**src/rtl/mips_pkg.sv**
```systemverilog
// Shared MIPS definitions: branch-type encodings, PC sequencer states and the
// default PC value after reset.
package mips_pkg;

  typedef enum logic [1:0] {
    BR_NONE = 2'b00,
    BR_BEQ  = 2'b01,
    BR_BNE  = 2'b10,
    BR_JUMP = 2'b11
  } branch_type_e;

  typedef enum logic [1:0] {
    IDLE    = 2'd0,
    DECODE  = 2'd1,
    RESOLVE = 2'd2
  } state_e;

  localparam logic [31:0] DEFAULT_RESET_PC = 32'h0040_0000;

endpackage

```
**src/rtl/adder.sv**
```systemverilog
// Branch-target adder: Result = PC + Four + SignExtLeft2 (modulo 2^WORD_LENGTH).
// Ports:
//   PC           current PC
//   Four         increment term (tie to zero when PC is already incremented)
//   SignExtLeft2 sign-extended, word-shifted branch offset
//   Result       sum
module adder #(
  parameter int WORD_LENGTH = 32
) (
  input  logic [WORD_LENGTH-1:0] PC,
  input  logic [WORD_LENGTH-1:0] Four,
  input  logic [WORD_LENGTH-1:0] SignExtLeft2,
  output logic [WORD_LENGTH-1:0] Result
);

  assign Result = PC + Four + SignExtLeft2;

endmodule

```
**src/rtl/pc_branch_unit.sv**
```systemverilog
// Multicycle-MIPS program-counter sequencer. Owns the architectural PC,
// increments it on fetch, forms the branch target during decode and resolves
// beq/bne from the ALU Zero flag, or applies a jump.
// Ports:
//   clk, reset        rising-edge clock, async active-low reset
//   Fetch_Valid       instruction fetched at PC (accepted in IDLE only)
//   Branch_Type       00 none, 01 beq, 10 bne, 11 jump (sampled in DECODE)
//   SignExtLeft2      branch offset, already shifted (sampled in DECODE)
//   JumpIndex         instr[25:0] (sampled in DECODE)
//   Zero, Zero_Valid  ALU compare result (accepted in RESOLVE only)
//   PC, Branch_Target registered PC and latched target
//   Taken             one-cycle pulse after a redirect
//   Busy              state != IDLE
//
// state   | meaning
// IDLE    | waiting for a fetch
// DECODE  | PC holds old PC+4; target latched, type captured
// RESOLVE | branch waiting for Zero_Valid
module pc_branch_unit
  import mips_pkg::*;
#(
  parameter int                     WORD_LENGTH = 32,
  parameter logic [WORD_LENGTH-1:0] RESET_PC    = WORD_LENGTH'(DEFAULT_RESET_PC)
) (
  input  logic                   clk,
  input  logic                   reset,
  input  logic                   Fetch_Valid,
  input  logic [1:0]             Branch_Type,
  input  logic [WORD_LENGTH-1:0] SignExtLeft2,
  input  logic [25:0]            JumpIndex,
  input  logic                   Zero,
  input  logic                   Zero_Valid,
  output logic [WORD_LENGTH-1:0] PC,
  output logic [WORD_LENGTH-1:0] Branch_Target,
  output logic                   Taken,
  output logic                   Busy
);

  state_e                 r_state, w_state_next;
  branch_type_e           r_type, w_type_next;
  logic [WORD_LENGTH-1:0] r_pc, w_pc_next;
  logic [WORD_LENGTH-1:0] r_target, w_target_next;
  logic                   r_taken, w_taken_next;
  logic [WORD_LENGTH-1:0] w_target_sum;
  logic [WORD_LENGTH-1:0] w_jump_pc;
  logic                   w_br_taken;

  // PC is already PC+4 in DECODE, so the increment input is unused.
  adder #(.WORD_LENGTH(WORD_LENGTH)) u_target_adder (
    .PC           (r_pc),
    .Four         ('0),
    .SignExtLeft2 (SignExtLeft2),
    .Result       (w_target_sum)
  );

  always_comb begin
    w_jump_pc       = r_pc;
    w_jump_pc[27:0] = {JumpIndex, 2'b00};
  end

  assign w_br_taken = ((r_type == BR_BEQ) && Zero) || ((r_type == BR_BNE) && !Zero);

  always_ff @(posedge clk or negedge reset) begin
    if (!reset) begin
      r_state  <= IDLE;
      r_type   <= BR_NONE;
      r_pc     <= RESET_PC;
      r_target <= '0;
      r_taken  <= 1'b0;
    end else begin
      r_state  <= w_state_next;
      r_type   <= w_type_next;
      r_pc     <= w_pc_next;
      r_target <= w_target_next;
      r_taken  <= w_taken_next;
    end
  end

  always_comb begin
    w_state_next  = r_state;
    w_type_next   = r_type;
    w_pc_next     = r_pc;
    w_target_next = r_target;
    w_taken_next  = 1'b0;
    case (r_state)
      IDLE: begin
        if (Fetch_Valid) begin
          w_pc_next    = r_pc + WORD_LENGTH'(4);
          w_state_next = DECODE;
        end
      end
      DECODE: begin
        w_target_next = w_target_sum;
        w_type_next   = branch_type_e'(Branch_Type);
        case (branch_type_e'(Branch_Type))
          BR_NONE: w_state_next = IDLE;
          BR_JUMP: begin
            w_pc_next    = w_jump_pc;
            w_taken_next = 1'b1;
            w_state_next = IDLE;
          end
          default: w_state_next = RESOLVE;
        endcase
      end
      RESOLVE: begin
        if (Zero_Valid) begin
          if (w_br_taken) begin
            w_pc_next    = r_target;
            w_taken_next = 1'b1;
          end
          w_state_next = IDLE;
        end
      end
      default: w_state_next = IDLE;
    endcase
  end

  assign PC            = r_pc;
  assign Branch_Target = r_target;
  assign Taken         = r_taken;
  assign Busy          = (r_state != IDLE);

endmodule

```
**config.mk**
```make
export PLATFORM = sky130hd
export DESIGN_NAME = pc_branch_unit
export DESIGN_NICKNAME = d
export VERILOG_FILES = /design/src/rtl/mips_pkg.sv /design/src/rtl/adder.sv /design/src/rtl/pc_branch_unit.sv
export SDC_FILE = /design/constraint.sdc
export NUM_CORES = 1
export LEC_CHECK = 0
export BUFFER_PORTS_ARGS = -buffer_cell sky130_fd_sc_hd__buf_2
export CORE_MARGIN = 2
export CORE_UTILIZATION = 60
export CTS_BUF_LIST = sky130_fd_sc_hd__clkbuf_4
export CTS_CLUSTER_SIZE = 20
export DETAILED_ROUTE_END_ITERATION = 8
export HOLD_SLACK_MARGIN = 0.06
export PLACE_DENSITY_LB_ADDON = 0.08
export REMOVE_ABC_BUFFERS = 1
export SYNTH_ARGS = -nofsm -noshare
export SYNTH_HDL_FRONTEND = slang
export SYNTH_SLANG_ARGS = --single-unit
```
**constraint.sdc**
```tcl
create_clock -name clk -period 8.34 [get_ports clk]
set_input_delay 1.668 -clock clk [delete_from_list [all_inputs] [get_ports clk]]
set_output_delay 1.668 -clock clk [all_outputs]
set_load 0.02 [all_outputs]
```
### After elaboration in Yosys (flattened, before gate mapping)

Cells that the tools add are included.

| storage, ports and cells | value |
|---|---|
| register bits | 69 |
| input bits | 65 |
| output and inout port bits | 66 |
| word-level logic and storage cells | 44 |

| cells by class | value |
|---|---|
| $add $sub $neg | 2 |
| equality and inequality tests | 9 |
| multiplexer cells | 13 |
| bitwise operators | 1 |
| reduce and logical (&&, ||, !) cells | 13 |

Operator list:

| cell | number |
|---|---|
| 2-to-1 mux 32 bit | 3 |
| one-hot mux 32 bit (3 select lines) | 1 |
| adder 32 x 3 -> 32 bit (second input constant) | 1 |
| adder 32 bit | 1 |
| 2-to-1 mux 28 bit | 1 |
| AND reduction 5 bit | 2 |
| inequality test 2 bit (second input constant) | 4 |
| == test 2 bit (second input constant) | 3 |
| 2-to-1 mux 2 bit | 3 |
| one-hot mux 2 bit (3 select lines) | 1 |
| == test 2 x 1 -> 1 bit (second input constant) | 2 |
| logical NOT 2 bit | 2 |
| nonzero test 2 bit | 2 |
| 2-to-1 mux 1 bit | 3 |
| nonzero test 3 bit | 1 |
| logical AND 1 bit | 2 |
| one-hot mux 1 bit (2 select lines) | 1 |
| AND reduction 2 bit | 1 |
| OR reduction 2 bit | 1 |
| logical NOT 1 bit | 1 |
| logical OR 1 bit | 1 |
| NOT 1 bit | 1 |

### Depth between registers and ports, before layout

Gate-level depths: netlist of run 1.

| logic depth | value |
|---|---|
| depth in word-level cells | 6 |
| mapped depth | 12 |
| mapped depth without buffers | 10 |

### Hierarchy

A second synthesis of run 1 with hierarchy kept.

| unflattened totals | value |
|---|---|
| cells, all modules | 659 |
| area total of the unflattened synthesis | 6236.0 sq um |

By module, submodules not included:

| module | times used | cells an instance | area each (sq um) | seq. area each (sq um) |
|---|---|---|---|---|
| pc_branch_unit | 1 | 390 | 3883.7 | 1727.9 |
| adder | 1 | 269 | 2352.3 | 0.0 |

### Worst setup path before layout of run 1

Ideal clock, no wire load.

| timing | value |
|---|---|
| path type | input to register |
| from | input SignExtLeft2[0] |
| to | register r_target[30] (netlist: Branch_Target[30]) |
| arrival time | 3.887 ns |
| path slack | 4.328 ns |
| stages | 10 |
| buffers on the path | 0 |
| cells stage by stage | ha_1 -> fa_1 -> a21o_1 -> a221oi_2 -> o31a_1 -> o2111ai_2 -> a41oi_2 -> o31ai_2 -> xor2_1 -> mux2_2 |

| on the way | value |
|---|---|
| word-level cells in the longest chain between the ends | 1 |

RTL lines:

| element | line | source |
|---|---|---|
| start: declaration | pc_branch_unit.sv:29 | `input logic [WORD_LENGTH-1:0] SignExtLeft2,` |
| adder 32 bit | adder.sv:16 | `assign Result = PC + Four + SignExtLeft2;` |
| end signal: assignment | pc_branch_unit.sv:74 | `r_target <= w_target_next;` |
| end: declaration | pc_branch_unit.sv:42 | `logic [WORD_LENGTH-1:0] r_target, w_target_next;` |

Every way passes these cells.
A chain may end at the register's enable or synchronous reset.

### Final worst setup path of run 1

Same ends and word-level chain as after synthesis.

==> metrics.yaml, run 1 <==
drv.max_cap_violation_count: 0
synth_cell_types: 61
grt_max_degree: 70
die_area_um2: 9405
min_from: "r_type[0]$_DFFE_PN0P_"
drtPass1Iterations: 5
dp_slack_ns: 3.998
drc: 0
routed_antenna_nets: 0
crit_path_start: "SignExtLeft2[0]"
finalWirelength_um: 14640
layout.cells.most_common_list: "buf_2 (130), nand2_1 (73), dfrtp_1 (68)"
worstSetupEndpointType: "flop"
synth_enable_flop_cells: 0
antenna_violations_before_repair: 0
layout.cells.most_common: "buf_2"
cp_required_ns: 8.66
post-route-worst-setup-slack_ns: 4.421
drive_above_1_share: 0.2601
rsz0062_at_grt: "no"
fin_setup_tns_ns: 0
area.growth.synth_to_final_pct: 16.11
grt_overflow_total: 0
clk_path_buf_depth: 2
start_kind: "input pin"
path_class: "in -> reg"
final_net_count: 813
initialDrtViolationCount: 322
worst-slew-pin-transition_ns: 1.293
clock-skew-final_ns: 0.02700
routed-via-count: 5301
layoutNonFillerInstCount: 820
clkLatencyLatePin_ns: 0.44
timing_hold_violations_final: 0
fin_crit_sh: 0.4699
pwr_density_cell_nw_per_um2: 473.5
grt_pass1_vias: 5075
via_per_inst: 6.465
critical_path_arrival_ns: 4.24
fp.coreArea_um2: 8299
global_route_wire_length_before_repair_um: 24300
cts.repair.resized: 0
result_of_the_run: "completed"
post-place-cells: 804
post_cts_hold_buffer_count: 0
die_width_um: 96.98
clk_root_buffer_cell: "clkbuf_4"
timing.critical_path.fanout_max: 3
synthesis.yosys.warnings: 0
tritoncts: "built"
seq_area_frac_synth: 0.3331
portBuffers: 130
reg2reg_from: "r_state[1]$_DFFE_PN0P_"
maxSlewHeadroom: 0.1381
clkSinkCount: 69
post_synthesis_instance_area_um2: 5187
post-cts-setup-buffer-count: 0
die_y_um: 96.98
synth-main-ff-cell: "dfrtp_1"
report.final.slew_viol_count: 0
cts_inserted_buffers: 9
avgRoutedWirePerCell_um: 17.86
asyncSetResetFlopFracSynth: 1.000
design.portCount: 131
syn_area_per_cell_um2: 8.748
number_of_antenna_cells_inserted: 0
post_synth_inst_count: 593
placement_rows: 33
finalSetupViolations: 0
routabilityCongestion: 0.8960
achievable-frequency_mhz: 255.2
num-fill-cells: 681
hpwl_um: 10600
static-leakage-power_nw: 2.742
finalCriticalPeriod_ns: 3.919
synth_seq_cells: 69
cts.reportedPaths.clkPinSlew_ns: 0.12
worstHoldPathType: "reg -> reg"
initial_core_util: 0.6251
cts-htree-levels: 3
ir_drop_mv: 0.3470
grt_usage: 0.3140
[area by class of cell]
type / instances / area [um2] / area share
Multi-Input combinational cell: 483 / 3308 / 0.5492
Clock inverter: 7 / 66.31 / 0.01101
Clock buffer: 9 / 67.56 / 0.01122
Tap cell: 105 / 131.4 / 0.02181
Sequential cell: 69 / 1728 / 0.2869
Timing Repair Buffer: 132 / 665.6 / 0.1105
Inverter: 15 / 56.30 / 0.009348
[layer usage]
| layer | up-vias | global-route usage | routed length, um |
|---|---|---|---|
| met5 | - | 0 | 0 |
| met4 | 0 | 0.1463 | 468 |
| met3 | 38 | 0.04624 | 1079 |
| met2 | 265 | 0.4963 | 6786 |
| met1 | 2516 | 0.4265 | 6309 |
| li1 | 2482 | - | - |
[state kept, by name, summed over array words and instances, names as in the netlist]
| register | cells |
|---|---|
| Branch_Target | 32 |
| PC | 32 |
| Taken | 1 |
| r_state | 2 |
| r_type | 2 |
[power breakdown]
group / switching (mW) / internal, mW / leakage [nW]
clock: 0.128 / 0.0898 / 0.0771
combinational: 1.13 / 0.747 / 1.85
sequential: 0.238 / 0.521 / 0.813
total: 1.49 / 1.36 / 2.74
[synth_stat cells (all sizes together) (10+ instances only)]
library cell | instances | share of area
o21ai | 27 | 0.026
nand3 | 18 | 0.017
o221ai | 25 | 0.042
ha | 37 | 0.089
a21o | 16 | 0.023
nand4 | 10 | 0.012
xor2 | 12 | 0.020
inv | 14 | 0.010
nor2 | 28 | 0.020
a21oi | 54 | 0.052
a22oi | 29 | 0.042
clkbuf | 14 | 0.010
nor3 | 27 | 0.026
xnor2 | 15 | 0.025
dfrtp | 68 | 0.33
buf | 12 | 0.0092
mux2 | 27 | 0.059
nand2 | 73 | 0.053
[critical path, cell delays in order]
cell and delay (ns):
buf_2 0.10, ha_1 0.23, fa_1 0.40, a21o_1 0.22
a221oi_2 0.32, o31a_1 0.27, o2111ai_2 0.19, a41oi_2 0.31
o31ai_2 0.10, xor2_1 0.15, mux2_2 0.28
[worst paths after layout]
| check | to | slack, ns | depth (start not counted) |
|---|---|---|---|
| min in group asynchronous | PC[15]$_DFFE_PN0P_ | 1.42 | 2 |
| min reg2reg | r_type[0]$_DFFE_PN0P_ | 0.54 | 1 |
| max in group asynchronous | Branch_Target[23]$_DFFE_PN0P_ | 6.29 | 2 |
| max reg2reg | PC[6]$_DFFE_PN0P_ | 4.50 | 9 |
| min | r_type[0]$_DFFE_PN0P_ | 0.54 | 1 |
| max | Branch_Target[30]$_DFFE_PN0P_ | 4.42 | 11 |
[cell families after synthesis]
| logic type | share of synthesized area |
|---|---|
| AO/OA/AOI/OAI | 0.2595 |
| AND/OR/NAND/NOR | 0.1761 |
| flip-flops | 0.3331 |
| buffers and inverters | 0.03015 |
| adder cells (fa/ha/maj) | 0.09310 |
| multiplexers | 0.06247 |
| XOR/XNOR | 0.04559 |
[metrics by stage]
step | total power [mW] | util | cell area, um2 | hold WS (ns)
4_1_cts | 2.838 | 0.7258 | 6023 | 0.5453
6_report | 2.852 | 0.7258 | 6023 | 0.5439
2_1_floorplan | 2.064 | - | 5087 | 0.4874
5_1_grt | 3.078 | 0.7258 | 6023 | 0.5677
3_5_place_dp | 2.610 | 0.7096 | 5889 | 0.5158
3_3_place_gp | 2.541 | 0.7096 | 5889 | 0.5026
Note: power is estimated with default switching activity, not from simulation.
==> run 2: changes to the inputs <==
- CORE_UTILIZATION: 60 -> 50
- clock period: 8.34 -> 3.6 ns (I/O delays scaled with it)
==> metrics.yaml, run 2 (same netlist as run 1, synthesis figures left out) <==
result_of_the_run: "completed"
tritoncts: "built"
combinationalPowerShare: 0.662  # +0.005
cts.repair.resized: 0  # unchanged
post_cts_hold_buffer_count: 0  # unchanged
grt_overflow_total: 0  # unchanged
drc: 0  # unchanged
worst-slew-pin-transition_ns: 0.9727  # -0.3202 ns
global_route_wire_length_before_repair_um: 23790  # -2.1%
worst_path_max_delay_cell: "dfrtp_1"
grt_usage: 0.2672  # -0.04672
static-leakage-power_nw: 2.779  # +1.3%
timing.critical_path.fanout_max: 3  # unchanged
power.share.sequential: 0.262  # -0.004
power.clock.fraction: 0.076  # about the same
hpwl_um: 11090  # +4.7%
maxSlewHeadroom: 0.3516  # +0.2135
post_dp_cell_area_um2: 6001  # +1.9%
area.growth.synth_to_final_pct: 18.16
drive_above_1_share: 0.2656  # +0.005420
placement_rows: 37  # +12%
initial_core_util: 0.5093  # -0.1157
antenna_violations_before_repair: 0  # unchanged
via_per_inst: 5.969  # -7.7%
number_of_antenna_cells_inserted: 0  # unchanged
critical_path.cell_chain: "ha_1 -> fa_1 -> a21o_1 -> a221oi_2 -> o31a_1 -> o2111ai_2 -> a41oi_2 -> o31ai_2 -> xor2_1 -> mux2_2"
final_net_count: 821  # +0.98%
clkSinkCount: 69  # unchanged
initialDrtViolationCount: 380  # +18%
fp.coreArea_um2: 10180  # +23%
grt_pass1_vias: 4810  # -5.2%
path_class: "reg -> reg"
layout.cells.most_common_list: "buf_2 (130), nand2_1 (73), dfrtp_1 (68)"
start_kind: "flop"
ff2ff_path_depth: 10  # +1
fin_util: 0.6018  # -0.1239
die_y_um: 105.9  # +9.2%
fin_setup_tns_ns: 0  # unchanged
routed_antenna_nets: 0  # unchanged
timing_hold_violations_final: 0  # unchanged
clock-skew-final_ns: 0.01471  # -0.01230 ns
fin_crit_sh: 0.8575
clkLatencyLatePin_ns: 0.44  # about the same
pwr_density_cell_nw_per_um2: 1088  # +130%
layout.cells.most_common: "buf_2"
finalWirelength_um: 14950  # +2.1%
worstHoldPathType: "in -> async"
slowest_delay_ns: 0.42  # +0.02 ns
num-fill-cells: 961  # +41%
report.final.slew_viol_count: 0  # unchanged
worstSetupEndpointType: "flop"
post-cts-setup-buffer-count: 0  # unchanged
switching_share: 0.5179  # -0.005896
cts.reportedPaths.clkPinSlew_ns: 0.12  # about the same
die_width_um: 105.9  # +9.2%
fin_total_pwr_mw: 6.670  # +130%
p_int_mw: 3.216  # +140%
rsz0062_at_grt: "no"
cts-htree-levels: 3  # unchanged
multi_input_gate_area_in_the_final_layout_um2: 3308  # unchanged
drtPass1Iterations: 4  # -1
avgRoutedWirePerCell_um: 17.40  # -2.6%
design.portCount: 131  # unchanged
design_area_um2: 6130  # +1.8%
seq_area_um2: 1728  # unchanged
routabilityCongestion: 0.9188  # +2.5%
p_switching_mw: 3.454  # +130%
achievable-frequency_mhz: 323.9
cts_inserted_buffers: 9  # unchanged
portBuffers: 130  # unchanged
cp_required_ns: 3.93  # -4.73 ns
routed-via-count: 5127  # -3.3%
grt_max_degree: 41  # -41%
clk_root_buffer_cell: "clkbuf_4"
die_area_um2: 11210  # +19%
finalSetupViolations: 0  # unchanged
drv.max_cap_violation_count: 0  # unchanged
clk_path_buf_depth: 2  # unchanged
critical_path_arrival_ns: 3.41  # -0.83 ns
finalCriticalPeriod_ns: 3.087
ir_drop_mv: 0.5593  # +61%
-- run 2: changes by cell type in the layout (fill, tap and decap cells not counted) --
| cell | change |
|---|---|
| buf_4 | +7 |
| clkinv_1 | +2 |
| clkinv_2 | -2 |
| clkinv_4 | -2 |
| buf_12 | +1 |
| clkbuf_4 | +1 |
| clkinvlp_4 | +1 |
-- run 2: power by group through the flow --
| stage | registers [mW] | clock network [mW] | logic [mW] |
|---|---|---|---|
| floorplan | 2.08 | 0 | 2.71 |
| global placement | 1.74 | 0 | 4.29 |
| detailed placement | 1.75 | 0 | 4.39 |
| CTS | 1.74 | 0.514 | 4.41 |
| global route | 1.82 | 0.546 | 4.84 |
| finish | 1.75 | 0.509 | 4.42 |
-- run 2: worst max-delay path, delay by kind of cell, from the launching register on --
family | cells | cell delay (ns)
xor+xnor | 1 | 0.16
compound gates | 6 | 1.48
fa+ha+maj | 2 | 0.65
mux | 1 | 0.27
flops | 1 | 0.42
-- run 2: path summary, 6_finish.rpt --
kind	from	end	slack, ns
max in group asynchronous	reset	Branch_Target[12]$_DFFE_PN0P_	2.34
hold / removal	reset	PC[18]$_DFFE_PN0P_	0.42
min in group clk	r_type[1]$_DFFE_PN0P_	r_type[1]$_DFFE_PN0P_	0.53
hold reg to reg	r_type[1]$_DFFE_PN0P_	r_type[1]$_DFFE_PN0P_	0.53
setup reg to reg	PC[0]$_DFFE_PN0P_	Branch_Target[30]$_DFFE_PN0P_	0.51
setup / recovery	PC[0]$_DFFE_PN0P_	Branch_Target[30]$_DFFE_PN0P_	0.51
-- run 2: per-stage QoR --
stage / hold slack (ns) / worst slack, ns / std cells
after CTS: 0.4431 / 0.5606 / 859
final: 0.4162 / 0.5130 / 859
after global routing: 0.4620 / 0.4315 / 859
after global placement: 0.4988 / 0.1917 / 843
after floorplan: 0.4244 / -0.4837 / 567
after detailed placement: 0.5095 / 0.1491 / 843
-- run 2: layout make-up --
type	count	area share
well taps	136	0.02776
inverters	15	0.009186
clock inverters	6	0.008777
clock buffers	10	0.01225
repair buffers	140	0.1204
multi-input cells	483	0.5397
flip-flops and latches	69	0.2819
-- run 2: per-layer routing --
layer	GRT usage	vias to the layer above	wire, um
li1	-	2490	-
met3	0.03649	18	1012
met1	0.3753	2441	6901
met2	0.4198	178	6798
met5	0	-	0
met4	0.1006	0	235
==> run 3: changes to the inputs <==
- CORE_ASPECT_RATIO: default -> 0.5
==> metrics.yaml, run 3 (same netlist as run 1, synthesis figures left out) <==
die_width_um: 148.1  # +40%
area.growth.synth_to_final_pct: 18.40
tritoncts: "built"
avgRoutedWirePerCell_um: 17.28  # -0.70%
static-leakage-power_nw: 2.780  # about the same
layoutNonFillerInstCount: 865  # +0.70%
cts.reportedPaths.clkPinSlew_ns: 0.13  # about the same
critical_path.cell_chain: "ha_1 -> fa_1 -> a21o_1 -> a221oi_2 -> o31a_1 -> o2111ai_2 -> a41oi_2 -> o31ai_2 -> xor2_1 -> mux2_2"
path_class: "reg -> reg"
slowest_delay_ns: 0.42  # about the same
design.portCount: 131  # unchanged
fin_crit_sh: 0.8584  # +0.0009161
maxSlewHeadroom: 0.4570  # +0.1055
hold_slack_ns: 0.1005  # -0.3157 ns
clkSinkCount: 69  # unchanged
finalSetupViolations: 0  # unchanged
worstHoldPathType: "in -> async"
drive_above_1_share: 0.2703  # +0.004785
initial_core_util: 0.5111  # +0.001758
clkLatencyLatePin_ns: 0.45  # about the same
grt_overflow_total: 0  # unchanged
critical_path_arrival_ns: 3.43  # +0.02 ns
grt_max_degree: 42  # +2.4%
worst-slew-pin-transition_ns: 0.8109  # -0.1618 ns
timing.critical_path.fanout_max: 3  # unchanged
routed_antenna_nets: 0  # unchanged
routed-via-count: 5155  # +0.55%
via_per_inst: 5.960  # -0.15%
drc: 0  # unchanged
antenna_violations_before_repair: 0  # unchanged
ir_drop_mv: 0.5003  # -11%
fp.coreArea_um2: 10150  # -0.34%
final_net_count: 823  # +0.24%
grt_pass1_vias: 4586  # -4.7%
clock-skew-final_ns: 0.02126  # +0.006554 ns
layout.cells.most_common_list: "buf_2 (130), nand2_1 (73), dfrtp_1 (68)"
fin_util: 0.6052  # +0.003310
grt_usage: 0.2659  # -0.001337
clk_root_buffer_cell: "clkbuf_4"
post-cts-setup-buffer-count: 0  # unchanged
global_route_wire_length_before_repair_um: 23860  # +0.29%
routabilityCongestion: 0.9279  # +0.99%
rsz0062_at_grt: "no"
portBuffers: 130  # unchanged
drv.max_cap_violation_count: 0  # unchanged
drtPass1Iterations: 5  # +1
cts-htree-levels: 3  # unchanged
layout.cells.most_common: "buf_2"
timing_hold_violations_final: 0  # unchanged
result_of_the_run: "completed"
start_kind: "flop"
fin_total_pwr_mw: 6.692  # +0.32%
clk_path_buf_depth: 2  # unchanged
initialDrtViolationCount: 377  # -0.79%
finalCriticalPeriod_ns: 3.090  # +0.003298 ns
die_area_um2: 11260  # +0.45%
post_cts_hold_buffer_count: 0  # unchanged
report.final.slew_viol_count: 0  # unchanged
worstSetupEndpointType: "flop"
cts_inserted_buffers: 9  # unchanged
achievable-frequency_mhz: 323.6  # -0.11%
post-place-cells: 849  # +0.71%
hpwl_um: 11020  # -0.68%
fin_setup_tns_ns: 0  # unchanged
die_y_um: 76.03  # -28%
pwr_density_cell_nw_per_um2: 1089  # +0.12%
worst_path_max_delay_cell: "dfrtp_1"
cts.repair.resized: 0  # unchanged
finalWirelength_um: 14950  # about the same
placement_rows: 26  # -30%
number_of_antenna_cells_inserted: 0  # unchanged
cp_required_ns: 3.94  # about the same
-- run 3: metrics by stage --
stage / area, um2 / worst slack [ns]
floorplan: 5087 / -0.4837
global placement: 6008 / 0.1569
detailed placement: 6008 / 0.1263
CTS: 6142 / 0.5341
global route: 6142 / 0.4082
finish: 6142 / 0.5097
-- run 3: worst paths after layout --
path	from	to	slack (ns)	cells past startpoint
min in group clk	Branch_Type[0]	r_type[0]$_DFFE_PN0P_	0.53	2
hold / removal	reset	Branch_Target[16]$_DFFE_PN0P_	0.10	1
hold reg to reg	Branch_Target[5]$_DFFE_PN0P_	Branch_Target[5]$_DFFE_PN0P_	0.55	1
max in group asynchronous	reset	PC[7]$_DFFE_PN0P_	2.69	2
setup reg to reg	PC[0]$_DFFE_PN0P_	Branch_Target[30]$_DFFE_PN0P_	0.51	10
setup / recovery	PC[0]$_DFFE_PN0P_	Branch_Target[30]$_DFFE_PN0P_	0.51	10
-- run 3: cell type report --
cell class                      instances  area [um2]
Sequential cell                        69        1728
Clock buffer                            9       67.56
Tap cell                              140       175.2
Inverter                               15       56.30
Multi-Input combinational cell        483        3308
Fill cell                             978        4008
Timing Repair Buffer                  142       740.7
Clock inverter                          7       66.31
-- run 3: where the power goes --
group / internal (mW) / total (mW) / leakage (nW) / switching [mW]
registers: 1.21 / 1.75 / 0.813 / 0.545
logic: 1.79 / 4.41 / 1.90 / 2.62
clock network: 0.206 / 0.526 / 0.0654 / 0.320
-- run 3: routing by layer --
layer / track usage / up-vias / part of all wire
li1: - / 2496 / -
met1: 0.4179 / 2460 / 0.51
met2: 0.3750 / 187 / 0.41
met3: 0.06108 / 12 / 0.077
met4: 0.04190 / 0 / 0.0064
met5: 0 / - / 0
-- run 3: critical path, delay by kind of cell (launching register included) --
kind / cells / cell delay [ns]
compound gates: 6 / 1.52
fa+ha+maj: 2 / 0.64
flops: 1 / 0.42
mux: 1 / 0.26
xor+xnor: 1 / 0.15
